==> config.mk <==
export PLATFORM = sky130hd
export DESIGN_NAME = coin_sprite_sequencer
export DESIGN_NICKNAME = d
export VERILOG_FILES = /design/src/rtl/coin_sprite_sequencer.sv
export SDC_FILE = /design/constraint.sdc
export NUM_CORES = 1
export LEC_CHECK = 0
export BUFFER_PORTS_ARGS = -buffer_cell sky130_fd_sc_hd__buf_2
export CAP_MARGIN = 40
export CORE_UTILIZATION = 59
export DETAILED_ROUTE_END_ITERATION = 12
export PLACE_DENSITY = 0.8
export SLEW_MARGIN = 40
export SYNTH_ARGS = -nofsm -noshare
export SYNTH_HDL_FRONTEND = slang
export SYNTH_SLANG_ARGS = --single-unit
export TNS_END_PERCENT = 20
==> constraint.sdc <==
create_clock -name Clk -period 5.5 [get_ports Clk]
set_clock_uncertainty 0.1 [all_clocks]
set_input_delay 0.825 -clock Clk [delete_from_list [all_inputs] [get_ports Clk]]
set_output_delay 0.825 -clock Clk [all_outputs]
set_load 0.05 [all_outputs]
==> src/rtl/coin_sprite_sequencer.sv <==
// Coin sprite sequencer: per-pixel coin hit detection, sprite ROM addressing with animation,
// and per-coin life tracking (ACTIVE / VANISH blink / IDLE) feeding the coin colour palette.
module coin_sprite_sequencer #(
    parameter int unsigned NUM_COINS     = 4,
    parameter int unsigned SPRITE_W      = 16,
    parameter int unsigned SPRITE_H      = 16,
    parameter int unsigned NUM_FRAMES    = 4,
    parameter int unsigned FRAME_HOLD    = 8,
    parameter int unsigned VANISH_FRAMES = 16,
    parameter int unsigned ROM_AW        = 10
) (
    input  logic                                 Clk,
    input  logic                                 Reset,
    input  logic                                 frame_start,
    input  logic                                 pix_en,
    input  logic [9:0]                           DrawX,
    input  logic [9:0]                           DrawY,
    input  logic [NUM_COINS*10-1:0]              coin_x,
    input  logic [NUM_COINS*10-1:0]              coin_y,
    input  logic                                 coin_load,
    input  logic [NUM_COINS-1:0]                 collect,
    output logic [ROM_AW-1:0]                    rom_addr,
    input  logic [3:0]                           rom_data,
    output logic [3:0]                           pal_index,
    output logic                                 coin_pix_valid,
    output logic [$clog2(NUM_COINS+1)-1:0]       coins_left,
    output logic [$clog2(NUM_FRAMES)-1:0]        anim_frame
);

    localparam int unsigned WW  = $clog2(SPRITE_W);
    localparam int unsigned HW  = $clog2(SPRITE_H);
    localparam int unsigned FW  = $clog2(NUM_FRAMES);
    localparam int unsigned VW  = $clog2(VANISH_FRAMES);
    localparam int unsigned HLW = $clog2(FRAME_HOLD);
    localparam int unsigned CLW = $clog2(NUM_COINS + 1);

    localparam logic [1:0] ST_IDLE   = 2'd0;
    localparam logic [1:0] ST_ACTIVE = 2'd1;
    localparam logic [1:0] ST_VANISH = 2'd2;

    logic [1:0]     state      [NUM_COINS];
    logic [1:0]     state_nxt  [NUM_COINS];
    logic [VW-1:0]  vcnt       [NUM_COINS];
    logic [VW-1:0]  vcnt_nxt   [NUM_COINS];
    logic [9:0]     pos_x      [NUM_COINS];
    logic [9:0]     pos_y      [NUM_COINS];

    logic [NUM_COINS-1:0] vis;
    logic                 hit;
    logic [WW-1:0]        dx_sel;
    logic [HW-1:0]        dy_sel;
    logic [CLW-1:0]       active_cnt;
    logic [HLW-1:0]       hold_cnt;
    logic                 v1;
    logic                 v2;

    // Per-coin life FSM next state; coin_load overrides everything, including a same-cycle collect.
    always_comb begin
        for (int i = 0; i < int'(NUM_COINS); i++) begin
            state_nxt[i] = state[i];
            vcnt_nxt[i]  = vcnt[i];
            if (coin_load) begin
                state_nxt[i] = ST_ACTIVE;
                vcnt_nxt[i]  = '0;
            end else begin
                case (state[i])
                    ST_ACTIVE: begin
                        if (collect[i]) begin
                            state_nxt[i] = ST_VANISH;
                            vcnt_nxt[i]  = '0;
                        end
                    end
                    ST_VANISH: begin
                        if (frame_start) begin
                            if (vcnt[i] == VW'(VANISH_FRAMES - 1)) begin
                                state_nxt[i] = ST_IDLE;
                                vcnt_nxt[i]  = '0;
                            end else begin
                                vcnt_nxt[i] = vcnt[i] + VW'(1);
                            end
                        end
                    end
                    ST_IDLE: ;
                    default: begin
                        state_nxt[i] = ST_IDLE;
                        vcnt_nxt[i]  = '0;
                    end
                endcase
            end
        end
    end

    always_ff @(posedge Clk or posedge Reset) begin
        if (Reset) begin
            for (int i = 0; i < int'(NUM_COINS); i++) begin
                state[i] <= ST_IDLE;
                vcnt[i]  <= '0;
                pos_x[i] <= '0;
                pos_y[i] <= '0;
            end
        end else begin
            for (int i = 0; i < int'(NUM_COINS); i++) begin
                state[i] <= state_nxt[i];
                vcnt[i]  <= vcnt_nxt[i];
                if (coin_load) begin
                    pos_x[i] <= coin_x[10*i +: 10];
                    pos_y[i] <= coin_y[10*i +: 10];
                end
            end
        end
    end

    // Visibility, ACTIVE count, and lowest-index hit; offsets only need the low sprite bits.
    always_comb begin
        vis        = '0;
        active_cnt = '0;
        hit        = 1'b0;
        dx_sel     = '0;
        dy_sel     = '0;
        for (int i = int'(NUM_COINS) - 1; i >= 0; i--) begin
            vis[i] = (state[i] == ST_ACTIVE) || ((state[i] == ST_VANISH) && !vcnt[i][0]);
            if (state[i] == ST_ACTIVE) begin
                active_cnt = active_cnt + CLW'(1);
            end
            if (vis[i]
                && ({1'b0, DrawX} >= {1'b0, pos_x[i]})
                && ({1'b0, DrawX} <  {1'b0, pos_x[i]} + 11'(SPRITE_W))
                && ({1'b0, DrawY} >= {1'b0, pos_y[i]})
                && ({1'b0, DrawY} <  {1'b0, pos_y[i]} + 11'(SPRITE_H))) begin
                hit    = 1'b1;
                dx_sel = DrawX[WW-1:0] - pos_x[i][WW-1:0];
                dy_sel = DrawY[HW-1:0] - pos_y[i][HW-1:0];
            end
        end
    end

    // Three-stage pixel pipeline around the registered-read sprite ROM.
    always_ff @(posedge Clk or posedge Reset) begin
        if (Reset) begin
            v1             <= 1'b0;
            v2             <= 1'b0;
            rom_addr       <= '0;
            pal_index      <= '0;
            coin_pix_valid <= 1'b0;
        end else begin
            v1 <= pix_en && hit;
            if (pix_en && hit) begin
                rom_addr <= ROM_AW'({anim_frame, dy_sel, dx_sel});
            end
            v2             <= v1;
            coin_pix_valid <= v2 && (rom_data != 4'd0);
            pal_index      <= (v2 && (rom_data != 4'd0)) ? rom_data : 4'd0;
        end
    end

    // Animation frame advances only on frame_start, so it never changes mid-frame.
    always_ff @(posedge Clk or posedge Reset) begin
        if (Reset) begin
            hold_cnt   <= '0;
            anim_frame <= '0;
        end else if (coin_load) begin
            hold_cnt   <= '0;
            anim_frame <= '0;
        end else if (frame_start) begin
            if (hold_cnt == HLW'(FRAME_HOLD - 1)) begin
                hold_cnt   <= '0;
                anim_frame <= anim_frame + FW'(1);
            end else begin
                hold_cnt <= hold_cnt + HLW'(1);
            end
        end
    end

    always_ff @(posedge Clk or posedge Reset) begin
        if (Reset) begin
            coins_left <= '0;
        end else begin
            coins_left <= active_cnt;
        end
    end

endmodule

==> results of run 1 <==
-- layer usage --
layer / GRT usage / wire (µm) / vias up
met5: 0 / 0 / -
met4: 0.131 / 779 / 0
met3: 0.0636 / 1310 / 63
met2: 0.497 / 11400 / 245
met1: 0.375 / 10300 / 3879
li1: - / - / 4018
-- area by class of cell --
| type | count | area, µm² | share of cell area |
|---|---|---|---|
| Clock buffer | 24 | 502 | 0.0456 |
| Clock inverter | 8 | 125 | 0.0114 |
| Inverter | 103 | 389 | 0.0354 |
| Multi-Input combinational cell | 793 | 5800 | 0.527 |
| Sequential cell | 129 | 3230 | 0.293 |
| Tap cell | 216 | 270 | 0.0246 |
| Timing Repair Buffer | 135 | 689 | 0.0627 |
-- flip-flops by register name, summed over array words and instances, names as in the netlist --
name	count
state	8
pos_y	40
v2	1
anim_frame	2
hold_cnt	3
vcnt	16
rom_addr	10
coins_left	3
coin_pix_valid	1
v1	1
pal_index	4
pos_x	40
-- logic make-up after synthesis --
logic type / share of synthesized area
XOR/XNOR: 0.0440
multiplexers: 0.0172
buffers and inverters: 0.0548
flip-flops: 0.338
AND/OR/NAND/NOR: 0.144
AO/OA/AOI/OAI: 0.195
adder cells (fa/ha/maj): 0.207
-- critical path: cells and delay by family, from the launching register on --
| family | cells | cell delay [ns] |
|---|---|---|
| simple gates | 2 | 0.24 |
| mux | 1 | 0.39 |
| fa+ha+maj | 2 | 0.55 |
| xor+xnor | 1 | 0.14 |
| compound gates | 5 | 1.55 |
| flops | 1 | 0.45 |
-- through the flow --
step / utilization / instances / cell area (µm²)
after CTS: 0.695 / 1408 / 11000
after global routing: 0.695 / 1408 / 11000
after detailed placement: 0.655 / 1376 / 10400
after global placement: 0.655 / 1376 / 10400
after floorplan: - / 1052 / 9550
final: 0.695 / 1408 / 11000
-- cell usage in the layout, fill, tap and decap left out, drive strengths merged, types with 4 or more instances in the layout --
cell and instances:
o2111ai 11, a211oi 10, ha 145, clkbuf 24, buf 135, a21o 17
o31a 5, nand2b 13, o41ai 6, mux2 11, and3 8, a22o 5
dfrtp 129, nand4 8, o32a 4, and4 4, and2 4, nor2b 12
o21ai 125, a21boi 4, nand3b 4, clkinv 4, mux2i 4, nand2 118
xor2 11, nor3b 4, o221ai 4, inv 103, nor3 18, o211ai 4
fa 8, xnor2 37, o21a 11, nand3 43, a21oi 51, a31oi 7
nor2 41
-- Yosys cell counts, types with 10 or more instances --
library cell | number | area (µm²)
sky130_fd_sc_hd__a21o_1 | 17 | 128
sky130_fd_sc_hd__nand2_1 | 118 | 443
sky130_fd_sc_hd__nor2_1 | 41 | 154
sky130_fd_sc_hd__o21ai_0 | 124 | 621
sky130_fd_sc_hd__nor3_1 | 18 | 90.1
sky130_fd_sc_hd__inv_1 | 103 | 387
sky130_fd_sc_hd__xnor2_1 | 37 | 324
sky130_fd_sc_hd__ha_1 | 145 | 1810
sky130_fd_sc_hd__a21oi_1 | 50 | 250
sky130_fd_sc_hd__xor2_1 | 11 | 96.3
sky130_fd_sc_hd__nand3_1 | 43 | 215
sky130_fd_sc_hd__clkbuf_1 | 21 | 78.8
sky130_fd_sc_hd__o21a_1 | 11 | 82.6
sky130_fd_sc_hd__o2111ai_1 | 10 | 87.6
sky130_fd_sc_hd__nand2b_1 | 12 | 75.1
sky130_fd_sc_hd__dfrtp_1 | 129 | 3230
sky130_fd_sc_hd__nor2b_1 | 11 | 68.8
sky130_fd_sc_hd__a211oi_1 | 10 | 75.1
sky130_fd_sc_hd__mux2_2 | 11 | 124
-- power by group --
| group | internal [mW] | total (mW) | leakage (nW) | switching [mW] |
|---|---|---|---|---|
| registers | 1.06 | 1.13 | 1.61 | 0.0790 |
| clock network | 0.772 | 1.20 | 0.306 | 0.429 |
| logic | 0.376 | 1.01 | 3.49 | 0.632 |
-- worst paths after layout --
kind | start | end | slack, ns | cells past startpoint
max | pos_x[4]$_DFFE_PP0P_ | rom_addr[9]$_DFFE_PP0P_ | 1.94 | 11
min | v1$_DFF_PP0_ | v2$_DFF_PP0_ | 0.28 | 0
max reg2reg | pos_x[4]$_DFFE_PP0P_ | rom_addr[9]$_DFFE_PP0P_ | 1.94 | 11
min reg2reg | v1$_DFF_PP0_ | v2$_DFF_PP0_ | 0.28 | 0
max in group asynchronous | Reset | state[6]$_DFFE_PP0P_ | 3.90 | 3
min in group asynchronous | Reset | pos_x[30]$_DFFE_PP0P_ | 0.31 | 2
==> implementation parameters, run 1 <==
Parameter                              Value

Setup path
  Type of the setup path with the least slack    reg -> reg
  Required time worst endpoint    5.72 ns
  Most frequent cell on the critical path    sky130_fd_sc_hd__ha_1
  Data arrival time of the critical path    3.77 ns
  Crit end category    register
  List of cells traversed by the critical path    ha_1 > and3_1 > xnor2_1 > ha_1 > a21oi_1 > nor2b_1 > o21ai_0 > o311a_1 > o2111ai_2 > a41oi_4 > mux2_2
  Critical Path Slowest Stage Cell    sky130_fd_sc_hd__a41oi_4
  CP max FO    11
  Startpoint Class    register
  Worst path max stage delay    0.57 ns

Die
  Ports placed on the boundary    133
  Die area    0.0167 mm²
  Core ar.    0.0158 mm²
  Die height    129 µm
  Count of standard-cell rows    46
  Effective utilization at floorplan    0.603
  Die X    129 µm

Run status
  Status    complete, but fails checks
  Violations in the final reports    DRC

Synth
  Synthesized area per cell    9.08 µm²
  Combined area of all synthesized cells    0.00955 mm²
  Synth Warn #    0
  Async SR Flop Fraction    1.00
  Sequential share of the synthesized area    0.338
  Cell count after synthesis    1052
  Number of flip-flops and latches in the synthesized netlist    129
  Syn nets    1318
  Main synth FF type    sky130_fd_sc_hd__dfrtp_1
  Number of different library cells in the post-synthesis netlist    72
  Number of enable-type register cells in the synthesized netlist    0

STA
  Final Cycle Share    0.647
  Top achievable clock speed    0.281 GHz
  Number of pins exceeding their max-slew limit in the final report    0
  Slew of the pin with the lowest slew margin    0.703 ns
  Worst slew margin    0.531
  Setup-violating endpoint count in the final report    0
  Fin Hold WS    0.281 ns
  Final hold viol count    0
  Final TNS setup    0 ns
  Unrepaired setup endpoints after global routing    false
  Post-layout min period    3.56 ns
  Final worst setup slack    1.94 ns

Place
  Pre-CTS WS    1.67 ns
  Number of I/O port buffers    132
  DP Wirelength    18.2 mm
  GP Congestion    0.876

Routing
  DRC violation count after routing    2
  Initial drt markers    452
  Final WL    23.8 mm
  Iteration count of the initial detailed-routing pass    10
  Routed length per instance    16.9 µm
  DRT antenna net count    0
  Via count of the routed design    8205
  Via density per instance    5.83

Clock tree
  CTS hold repair buffers    0
  Clock-pin slew of the registers on the worst-case setup and hold paths    0.06 ns
  Clk sinks    129
  Cell chosen for the clock root    sky130_fd_sc_hd__clkbuf_16
  Quantity of gates resized following cts    0
  Clock insertion delay at the later pin of the skew report    0.43 ns
  Post-CTS setup-driven buffer insertion count    0
  H-tree depth reported by CTS    4
  CTS tree    done
  Inserted Clock Buffers    17
  Buffers from clock root to sink, at most    2

Cells and area
  Synthesis-to-finish area growth    15.2%
  Fillers    1279
  Layout cell share with drive strength beyond 1    0.158
  Final layout net count    1445
  Total inserted antenna cells    0

GRT
  Total gr overflow    0
  Via count of the first global-routing pass    8026
  Global-route wire length before repair    38.5 mm
  Antenna violations before repair    0
  Aggregate global-route resource usage    0.299
  Pin count of the biggest net entering global routing    103

Pwr
  Total Power Consumption    3.35 mW
  Power Density    304 mW/mm²
  Static Leak    5.40 nW
  Highest ir drop seen on vdd    0.220 mV

Min path
  Worst hold path type    reg -> reg

Flow run
  Reported max-cap violation count    0
Note: power is estimated with default switching activity, not from simulation.
==> run 2, diff against run 1 <==
==> constraint.sdc (replaced) <==
create_clock -name Clk -period 3.7 [get_ports Clk]
set_clock_uncertainty 0.1 [all_clocks]
set_input_delay 0.555 -clock Clk [delete_from_list [all_inputs] [get_ports Clk]]
set_output_delay 0.555 -clock Clk [all_outputs]
set_load 0.05 [all_outputs]
==> run 2 against run 1 <==
Compared with the run above: the flow now finishes without violations; fmax increased by 4.6%; combinational power is 49% higher; die area unchanged.
==> implementation parameters, run 2 (synthesis gave the netlist of run 1 again) <==
Parameter                              Value

Run status
  Status    finished clean

Clock tree
  CTS tree    done
  CTS hold repair buffers    0
  Inserted Clock Buffers    17
  Clk sinks    129
  H-tree depth reported by CTS    4
  Clock-pin slew of the registers on the worst-case setup and hold paths    0.06 ns
  Buffers from clock root to sink, at most    2
  Post-CTS setup-driven buffer insertion count    0
  Cell chosen for the clock root    sky130_fd_sc_hd__clkbuf_16
  Clock insertion delay at the later pin of the skew report    0.44 ns
  Quantity of gates resized following cts    0

Setup path
  Required time worst endpoint    3.92 ns
  Type of the setup path with the least slack    reg -> reg
  Worst path max stage delay    0.54 ns
  Data arrival time of the critical path    3.62 ns
  List of cells traversed by the critical path    inv_1 > nor3_1 > nand3_1 > xnor2_1 > ha_1 > or4_1 > a31oi_1 > a21bo_2 > nand4b_2 > a41oi_4 > nor2b_2 > a311o_1
  Critical Path Slowest Stage Cell    sky130_fd_sc_hd__a41oi_4
  CP max FO    10
  Crit end category    register
  Startpoint Class    register

STA
  Post-layout min period    3.40 ns
  Final hold viol count    0
  Worst slew margin    0.553
  Number of pins exceeding their max-slew limit in the final report    0
  Top achievable clock speed    0.294 GHz
  Setup-violating endpoint count in the final report    0
  Slew of the pin with the lowest slew margin    0.670 ns
  Final Cycle Share    0.919
  Final TNS setup    0 ns
  Unrepaired setup endpoints after global routing    false
  Fin Hold WS    0.0481 ns

Die
  Ports placed on the boundary    133
  Effective utilization at floorplan    0.603
  Die area    0.0167 mm²
  Count of standard-cell rows    46
  Core ar.    0.0158 mm²
  Die height    129 µm
  Die X    129 µm

Routing
  DRC violation count after routing    0
  Iteration count of the initial detailed-routing pass    5
  Via density per instance    5.84
  DRT antenna net count    0
  Via count of the routed design    8238
  Initial drt markers    431
  Final WL    23.9 mm
  Routed length per instance    16.9 µm

Min path
  Worst hold path type    in -> async

Pwr
  Static Leak    5.41 nW
  Power Density    447 mW/mm²
  Highest ir drop seen on vdd    0.363 mV

GRT
  Aggregate global-route resource usage    0.301
  Global-route wire length before repair    38.5 mm
  Antenna violations before repair    0
  Via count of the first global-routing pass    8029
  Pin count of the biggest net entering global routing    75
  Total gr overflow    0

Cells and area
  Area of the multi-input gates    0.00580 mm²
  Sequential Area    0.00323 mm²
  Synthesis-to-finish area growth    15.7%
  Fin area    0.0110 mm²
  Final layout net count    1448
  Most frequent cells in the layout    sky130_fd_sc_hd__ha_1, sky130_fd_sc_hd__buf_2, sky130_fd_sc_hd__dfrtp_1
  Fillers    1235
  Layout cell share with drive strength beyond 1    0.162
  Total inserted antenna cells    0
  Most common cell after layout, fill and taps aside    sky130_fd_sc_hd__ha_1
  Top flop regs    pos_x: 40 flops, pos_y: 40 flops, vcnt: 16 flops

Place
  Post-detailed-placement cell area    0.0104 mm²
  DP Wirelength    18.0 mm
  Number of I/O port buffers    132
  GP Congestion    0.901

Flow run
  Reported max-cap violation count    0
-- run 2: cell types whose count changed in the layout (fill, tap and decap cells not counted), sizes merged --
cell      change
clkinvlp      +4
buf           +3
clkbuf        -3
clkinv        -2
inv           +2
bufinv        -1
-- run 2: worst paths after layout --
path                            cells after the start             startpoint                       to  slack (ns)
max in group asynchronous                           3                  Reset    pos_y[28]$_DFFE_PP0P_        2.64
worst min-delay path                                2                  Reset    pos_x[10]$_DFFE_PP0P_        0.05
worst max register to register                     12  pos_x[36]$_DFFE_PP0P_  rom_addr[3]$_DFFE_PP0P_        0.30
worst max-delay path                               12  pos_x[36]$_DFFE_PP0P_  rom_addr[3]$_DFFE_PP0P_        0.30
worst min register to register                      0           v1$_DFF_PP0_             v2$_DFF_PP0_        0.27
min in group Clk                                    3             coin_y[35]     pos_y[5]$_DFFE_PP0P_        0.22
-- run 2: per-stage QoR --
step | util | setup slack, ns | std cells | total power [mW]
3_5_place_dp | 0.660 | 0.149 | 1379 | 3.19
6_report | 0.698 | 0.300 | 1411 | 4.93
3_3_place_gp | 0.658 | 0.271 | 1378 | 3.15
2_1_floorplan | - | 0.579 | 1052 | 2.76
5_1_grt | 0.698 | 0.0834 | 1411 | 5.20
4_1_cts | 0.698 | 0.335 | 1411 | 4.94
-- run 2: layer usage --
metal  share of wire  track usage  up-vias
met2            0.48        0.511      251
met4           0.026        0.118        0
met1            0.45        0.377     3921
li1                -            -     4021
met5               0            0        -
met3           0.045       0.0615       45
-- run 2: layout make-up --
class	instances	area share
flip-flops and latches	129	0.292
clock buffers	21	0.0435
multi-input cells	793	0.525
inverters	103	0.0353
well taps	216	0.0245
repair buffers	138	0.0682
clock inverters	11	0.0114
-- run 2: where the power goes --
part / internal, mW / switching (mW)
clock network: 1.07 / 0.670
registers: 1.57 / 0.123
logic: 0.565 / 0.940
total: 3.20 / 1.73
-- run 2: critical path: cells and delay by family, from the launching register on --
kind                     cells  cell delay, ns
AO/OA/AOI/OAI                4            1.17
XOR/XNOR                     1            0.14
adder cells (fa/ha/maj)      1            0.18
buffers and inverters        1            0.10
flip-flops                   1            0.39
AND/OR/NAND/NOR              5            1.19
==> run 3, diff against run 2 <==
--- a/config.mk
+++ b/config.mk
@@ -10,6 +10,7 @@
 export CORE_UTILIZATION = 59
 export DETAILED_ROUTE_END_ITERATION = 12
 export PLACE_DENSITY = 0.8
+export RECOVER_POWER = 25
 export SLEW_MARGIN = 40
 export SYNTH_ARGS = -nofsm -noshare
 export SYNTH_HDL_FRONTEND = slang
==> run 3 against run 2 <==
Compared with the run above: non-clock buffer count did not move; critical path depth is the same; power is essentially flat; core utilization is 0.26 points lower; die area stayed put; clock power about the same; register-to-register slack worse by 0.02 ns; wire length up 0.35%; count of clock-buffer cells in the layout unchanged; critical path type unchanged; critical endpoint unchanged.
==> implementation parameters, run 3 (synthesis gave the netlist of run 1 again) <==
Parameter                              Value

Cells and area
  Fillers    1240
  Most common cell after layout, fill and taps aside    sky130_fd_sc_hd__ha_1
  Most frequent cells in the layout    sky130_fd_sc_hd__ha_1, sky130_fd_sc_hd__buf_2, sky130_fd_sc_hd__dfrtp_1
  Fin area    0.0110 mm²
  Layout cell share with drive strength beyond 1    0.161
  Final layout net count    1448
  Final core utilization    0.695
  Synthesis-to-finish area growth    15.3%
  Top flop regs    pos_x: 40 flops, pos_y: 40 flops, vcnt: 16 flops
  Total inserted antenna cells    0

Pwr
  Total Power Consumption    4.93 mW
  Power Density    448 mW/mm²
  Static Leak    5.39 nW
  Highest ir drop seen on vdd    0.365 mV

Routing
  Final WL    24.0 mm
  Routed length per instance    17.0 µm
  Initial drt markers    425
  Via count of the routed design    8242
  Via density per instance    5.84
  DRC violation count after routing    0
  Iteration count of the initial detailed-routing pass    5
  DRT antenna net count    0

Setup path
  Worst R2R Path Depth    12
  Reg-to-reg startpoint    pos_x[36]$_DFFE_PP0P_
  Crit end category    register
  Startpoint Class    register
  Worst path max stage delay    0.56 ns
  Setup slack on the worst flop-to-flop path    0.28 ns
  Cell type group with the largest total delay on the critical path    compound AO/OA/AOI/OAI gates
  CP max FO    10
  Endpoint of the worst register-to-register path    rom_addr[3]$_DFFE_PP0P_
  Required time worst endpoint    3.92 ns
  Sum of buffers and inverters on the critical path    1
  Critical Path Slowest Stage Cell    sky130_fd_sc_hd__a41oi_4
  List of cells traversed by the critical path    inv_1 > nor3_1 > nand3_1 > xnor2_1 > ha_1 > or4_1 > a31oi_1 > a21bo_2 > nand4b_2 > a41oi_4 > nor2b_2 > a311o_1
  Data arrival time of the critical path    3.63 ns
  Type of the setup path with the least slack    reg -> reg

Run status
  Status    finished clean

GRT
  Total gr overflow    0
  Pin count of the biggest net entering global routing    75
  Global-route wire length before repair    38.5 mm
  Antenna violations before repair    0
  Aggregate global-route resource usage    0.301
  Via count of the first global-routing pass    8029

Clock tree
  CTS tree    done
  Quantity of gates resized following cts    0
  Inserted Clock Buffers    17
  Clock insertion delay at the later pin of the skew report    0.44 ns
  Post-CTS setup-driven buffer insertion count    0
  Clk sinks    129
  Cell chosen for the clock root    sky130_fd_sc_hd__clkbuf_16
  H-tree depth reported by CTS    4
  Buffers from clock root to sink, at most    2
  CTS hold repair buffers    0
  Clock-pin slew of the registers on the worst-case setup and hold paths    0.06 ns

Place
  Pre-CTS WS    0.149 ns
  DP Wirelength    18.0 mm
  GP Congestion    0.901
  Post-detailed-placement cell area    0.0104 mm²
  Number of I/O port buffers    132

Die
  Die area    0.0167 mm²
  Effective utilization at floorplan    0.603
  Die height    129 µm
  Ports placed on the boundary    133
  Core ar.    0.0158 mm²
  Die X    129 µm
  Count of standard-cell rows    46

STA
  Final hold viol count    0
  Post-layout min period    3.42 ns
  Final Cycle Share    0.924
  Worst slew margin    0.0213
  Slew of the pin with the lowest slew margin    1.47 ns
  Top achievable clock speed    0.293 GHz
  Final worst setup slack    0.283 ns
  Final TNS setup    0 ns
  Unrepaired setup endpoints after global routing    false
  Setup-violating endpoint count in the final report    0
  Number of pins exceeding their max-slew limit in the final report    0

Flow run
  Reported max-cap violation count    0

Min path
  Worst hold path type    in -> async
run 3: changes by cell type in the layout (fill, tap and decap cells not counted), sizes merged:
cell and change:
clkbuf +2, buf -2
run 3: worst max path at each step:
stage | startpoint | endpoint | cells after the start
floorplan | DrawX[0] | rom_addr[5]$_DFFE_PP0P_ | 13
global placement | DrawX[0] | rom_addr[3]$_DFFE_PP0P_ | 12
detailed placement | DrawX[0] | rom_addr[5]$_DFFE_PP0P_ | 13
CTS | pos_x[36]$_DFFE_PP0P_ | rom_addr[3]$_DFFE_PP0P_ | 12
global route | pos_x[36]$_DFFE_PP0P_ | rom_addr[3]$_DFFE_PP0P_ | 12
finish | pos_x[36]$_DFFE_PP0P_ | rom_addr[3]$_DFFE_PP0P_ | 12
run 3: per-layer routing:
metal | part of all wire | wire (µm) | vias up | track usage
met3 | 0.046 | 1090 | 48 | 0.0615
met2 | 0.48 | 11500 | 232 | 0.511
met5 | 0 | 0 | - | 0
met4 | 0.028 | 663 | 0 | 0.118
li1 | - | - | 4023 | -
met1 | 0.45 | 10700 | 3939 | 0.377
run 3: layout make-up:
cell class                      count  area [µm²]  area share
Timing Repair Buffer              138         714      0.0649
Clock inverter                     11         126      0.0115
Inverter                          103         388      0.0352
Clock buffer                       21         480      0.0437
Sequential cell                   129        3230       0.293
Tap cell                          216         270      0.0246
Multi-Input combinational cell    793        5800       0.527
run 3: stage by stage:
stage | cells | hold slack, ns
detailed placement | 1379 | 0.263
floorplan | 1052 | 0.231
global route | 1411 | 0.159
global placement | 1378 | 0.265
CTS | 1411 | 0.0490
finish | 1411 | 0.123
run 3: power by group:
part           leakage, nW  internal (mW)  switching, mW  total, mW
sequential            1.61           1.57          0.124       1.69
combinational         3.49          0.560          0.939       1.50
clock                0.289           1.07          0.671       1.74
